[src/rtl/bcd_bin_dl_pkg.sv]
// bcd_bin_dl_pkg: shared state encoding and BCD digit constants for the BCD-to-binary converter.
package bcd_bin_dl_pkg;
  typedef enum logic {IDLE, SHIFT} state_t;
  localparam int DW = 4;
  localparam int DMAX = 9;
  localparam int THR = 8;
  localparam int SUB = 3;
endpackage

[src/rtl/bcd_bin_dl_sub3.sv]
// bcd_bin_dl_sub3: single-digit reverse double-dabble corrector, subtracts 3 from digits >= 8.
module bcd_bin_dl_sub3
  import bcd_bin_dl_pkg::*;
(
  input  logic [DW-1:0] d,
  output logic [DW-1:0] q
);
  assign q = d >= DW'(THR) ? d - DW'(SUB) : d;
endmodule

[src/rtl/bcd_bin_dl.sv]
// bcd_bin_dl: serial BCD-to-binary converter using reverse double-dabble with start/busy/done handshake.
module bcd_bin_dl
  import bcd_bin_dl_pkg::*;
#(
  parameter int DIGITS = 4,
  parameter int BIN_W = 14
) (
  input  logic                 clk,
  input  logic                 rst_n,
  input  logic                 gen,
  input  logic [DW*DIGITS-1:0] bcd,
  output logic [BIN_W-1:0]     bin,
  output logic                 busy,
  output logic                 done,
  output logic                 err
);
  localparam int BW = DW * DIGITS;
  localparam int CW = $clog2(BIN_W + 1);
  state_t state, nxt;
  logic [BW-1:0] w, w_sh, w_cor;
  logic [BIN_W-1:0] s, s_sh;
  logic [CW-1:0] cnt;
  logic [DIGITS-1:0] bad_d;
  logic bad, last;
  assign {w_sh, s_sh} = {w, s} >> 1;
  for (genvar i = 0; i < DIGITS; i++) begin : g_dig
    bcd_bin_dl_sub3 u_sub3 (.d(w_sh[DW*i +: DW]), .q(w_cor[DW*i +: DW]));
    assign bad_d[i] = bcd[DW*i +: DW] > DW'(DMAX);
  end
  assign bad = |bad_d;
  assign last = cnt == CW'(BIN_W - 1);
  assign busy = state == SHIFT;
  always_comb begin
    nxt = state == IDLE ? (gen && !bad ? SHIFT : IDLE) : (last ? IDLE : SHIFT);
  end
  always_ff @(posedge clk or negedge rst_n) begin
    if (!rst_n) begin
      state <= IDLE;
      w <= '0;
      s <= '0;
      cnt <= '0;
      bin <= '0;
      done <= 1'b0;
      err <= 1'b0;
    end else begin
      state <= nxt;
      done <= 1'b0;
      if (state == IDLE && gen) begin
        w <= bcd;
        s <= '0;
        cnt <= '0;
        if (bad) begin
          bin <= '0;
          err <= 1'b1;
          done <= 1'b1;
        end
      end else if (state == SHIFT) begin
        w <= w_cor;
        s <= s_sh;
        cnt <= cnt + 1'b1;
        if (last) begin
          bin <= s_sh;
          err <= 1'b0;
          done <= 1'b1;
        end
      end
    end
  end
endmodule

[config.mk]
export PLATFORM = sky130hd
export DESIGN_NAME = bcd_bin_dl
export DESIGN_NICKNAME = d
export VERILOG_FILES = /design/src/rtl/bcd_bin_dl_pkg.sv /design/src/rtl/bcd_bin_dl_sub3.sv /design/src/rtl/bcd_bin_dl.sv
export SDC_FILE = /design/constraint.sdc
export NUM_CORES = 1
export LEC_CHECK = 0
export ABC_AREA = 1
export BUFFER_PORTS_ARGS = -buffer_cell sky130_fd_sc_hd__buf_2
export CORE_AREA = 2 2 75 77
export CTS_CLUSTER_DIAMETER = 40
export DETAILED_ROUTE_END_ITERATION = 10
export DIE_AREA = 0 0 77 79
export HOLD_SLACK_MARGIN = 0.02
export PLACE_DENSITY_LB_ADDON = 0.12
export RECOVER_POWER = 100
export REMOVE_ABC_BUFFERS = 1
export SYNTH_ARGS = -nofsm -noshare
export SYNTH_HDL_FRONTEND = slang
export SYNTH_SLANG_ARGS = --single-unit
[constraint.sdc]
create_clock -name clk -period 1.45 [get_ports clk]
set_clock_uncertainty 0.15 [all_clocks]
set_input_delay 0.145 -clock clk [delete_from_list [all_inputs] [get_ports clk]]
set_output_delay 0.145 -clock clk [all_outputs]
set_load 0.01 [all_outputs]
==> run summary <==
clock power share = 0.184
Placer Congestion = 0.754
final setup fails = 0
Mapped Area = 2280 sq um
WS Path Type = flip-flop to flip-flop
first drt pass iteration count = 4
residual DRC count = 0
Post-synth top cells = dfrtp_1, nand2_1, inv_1
final period utilization = 0.947
Die H = 79 um
FF/Latch Area = 1250 sq um
footprint of the multi-input gates = 845 sq um
WL/cell = 12.4 um
sw frac = 0.379
clk sink count = 50
worst hold path class = input port to flip-flop
pwr dens = 1850 nW/um^2
Synth cell types = 23
Final Hold Vio Count = 0
Main synth FF type = dfrtp_1
yosys warns = 0
Initial Util = 0.428
Pint = 0.00328 W
Yosys top cell by area = dfrtp_1
share of post-route cells with drive strength above 1 = 0.149
post-synthesis sequential area ratio = 0.548
largest net degree at the start of global routing = 22
via count = 1869
TNS Setup = 0 ns
Max Transition Viols Final = 0
logic gate share of total power = 0.390
metal2 WL = 2.31 mm
clk root buf = clkbuf_8
crit start category = flip-flop
Layout Nets = 342
relative slew slack = 0.660
most frequent cell after synthesis = dfrtp_1
io pins = 36
RSZ-0062 raised after global routing = no
global-route wire length before repair = 8.34 mm
Num CTS Buffers = 5
overall power = 0.00529 W
metal1 wirelength = 2.24 mm
Crit Path Max Fanout = 6
chip width = 77 um
Area Growth Syn to Fin = 25.0%
DR iter-0 viols = 59
Die ar. = 6080 sq um
Worst Tran Pin Value = 0.511 ns
Critical Path End Type = flip-flop
Leakage = 1.42 nW
fin crit period = 1.37 ns
port bufs = 35
htree depth = 2
Peak VDD IR = 0.000662 V
worst path arrival time = 1.42 ns
post-CTS setup buffers = 0
status = finished clean
NetSw = 0.00201 W
met3 wire length = 176 um
fillers = 556
post-synth top area share = 0.548
average size of a mapped cell = 9.14 sq um
Reg clk slew, reported paths = 0.09 ns
Synth area leaders = dfrtp_1, nand2_1, nand3_1
clk_lat worst skew = 0.30 ns
initial antenna violation count = 0
Syn Inst Count = 250
max-cap viol count = 0
Remaining Overflow, GRT = 0
DRT Wirelength = 4.79 mm
number of diodes = 0
Final ANT Viol Nets = 0
TritonCTS clock tree = built
Flop pwr share = 0.426
Max Root-Sink Buffers = 2
Synth Register Bits = 50
ys async rst share = 1.00
gr usage total = 0.174
Post-synth EDFFs = 0
vias per cell = 4.82
Layout Utilization = 0.535
worst path required time = 1.50 ns
dpl hpwl = 3.53 mm
Core Rows = 27
Fmax = 0.728 GHz
max layer used = met4
vias in the first global route = 1856
area of the core = 5340 sq um
-- placed cells by master (no fill, tap or decap), types with 2 or more instances in the layout --
cell type / netlist / routed
inv_1: 31 / 32
buf_2: 6 / 19
dlygate4sd3_1: 0 / 16
dfrtp_1: 50 / 50
buf_4: 0 / 12
o211ai_1: 5 / 5
nand2_4: 1 / 2
nand2_1: 48 / 48
clkbuf_1: 1 / 18
xnor2_1: 2 / 2
ha_1: 8 / 8
o221ai_1: 6 / 7
nand3_1: 30 / 30
nor2_1: 17 / 17
a21oi_1: 8 / 8
o21ai_0: 12 / 12
clkbuf_8: 0 / 5
clkbuf_2: 0 / 4
o22ai_1: 14 / 14
-- kinds of logic (layout without fill, tap and decap cells) --
| kind of cell | Yosys count | after routing | synth area share |
|---|---|---|---|
| flip-flops | 50 | 50 | 0.548 |
| XOR/XNOR | 2 | 2 | 0.00767 |
| AO/OA/AOI/OAI | 46 | 46 | 0.128 |
| buffers and inverters | 44 | 110 | 0.0821 |
| AND/OR/NAND/NOR | 100 | 100 | 0.191 |
| adder cells (fa/ha/maj) | 8 | 8 | 0.0438 |
-- power by group through the flow --
stage	clock network (W)	registers [W]	logic, W
final	0.000972	0.00225	0.00206
after global routing	0.00105	0.00234	0.00236
after CTS	0.000987	0.00226	0.00218
after detailed placement	0	0.00228	0.00213
after global placement	0	0.00226	0.00210
after floorplan	0	0.00234	0.00123
-- worst paths after layout --
kind / from / to / slack, ns / cells after the start
max: cnt[0] / bin[6] / 0.08 / 6
min: bcd[7] / w[7] / 0.03 / 3
max reg2reg: cnt[0] / bin[6] / 0.08 / 6
min reg2reg: s[9] / bin[8] / 0.33 / 2
max in group asynchronous: rst_n / s[11] / 0.24 / 3
min in group asynchronous: rst_n / bin[0] / 0.12 / 2
-- worst max-delay path, cell delays in order (launching register included) --
cell and delay [ns]:
dfrtp_1 0.40, ha_1 0.20, nand3_1 0.13, nand2_1 0.09
buf_4 0.17, nand3_1 0.07, nand2_1 0.05
-- routing by layer --
metal  track usage  vias up
met5             0        -
met4        0.0536        0
met3        0.0352        6
met2         0.306       37
met1         0.216      868
li1              -      958
-- registers in the layout (all words and copies together) (netlist names) --
signal / count
err: 1
busy: 1
cnt: 4
done: 1
bin: 14
s: 13
w: 16
-- area by class of cell --
class / count / area share
Sequential cell: 50 / 0.438
Multi-Input combinational cell: 156 / 0.296
Timing Repair Buffer: 68 / 0.150
Inverter: 34 / 0.0456
Tap cell: 72 / 0.0316
Clock buffer: 6 / 0.0254
Clock inverter: 2 / 0.0131
-- metrics by stage --
step	setup WS, ns	instance area, sq um	cells	hold WS (ns)
after global placement	0.0939	2630	364	-0.0730
final	0.0772	2860	388	0.0349
after global routing	0.000608	2860	388	0.0593
after CTS	0.0244	2900	388	0.0433
after floorplan	-0.454	2220	240	-0.301
after detailed placement	0.0579	2630	364	-0.0702
-- timing repair --
item	in CTS	in global routing
setup endpoints to repair	0	15
endpoints found under the hold margin	65	0
gates resized for setup	0	3
hold buffers	16	0
Power figures use the tool's default switching activity.
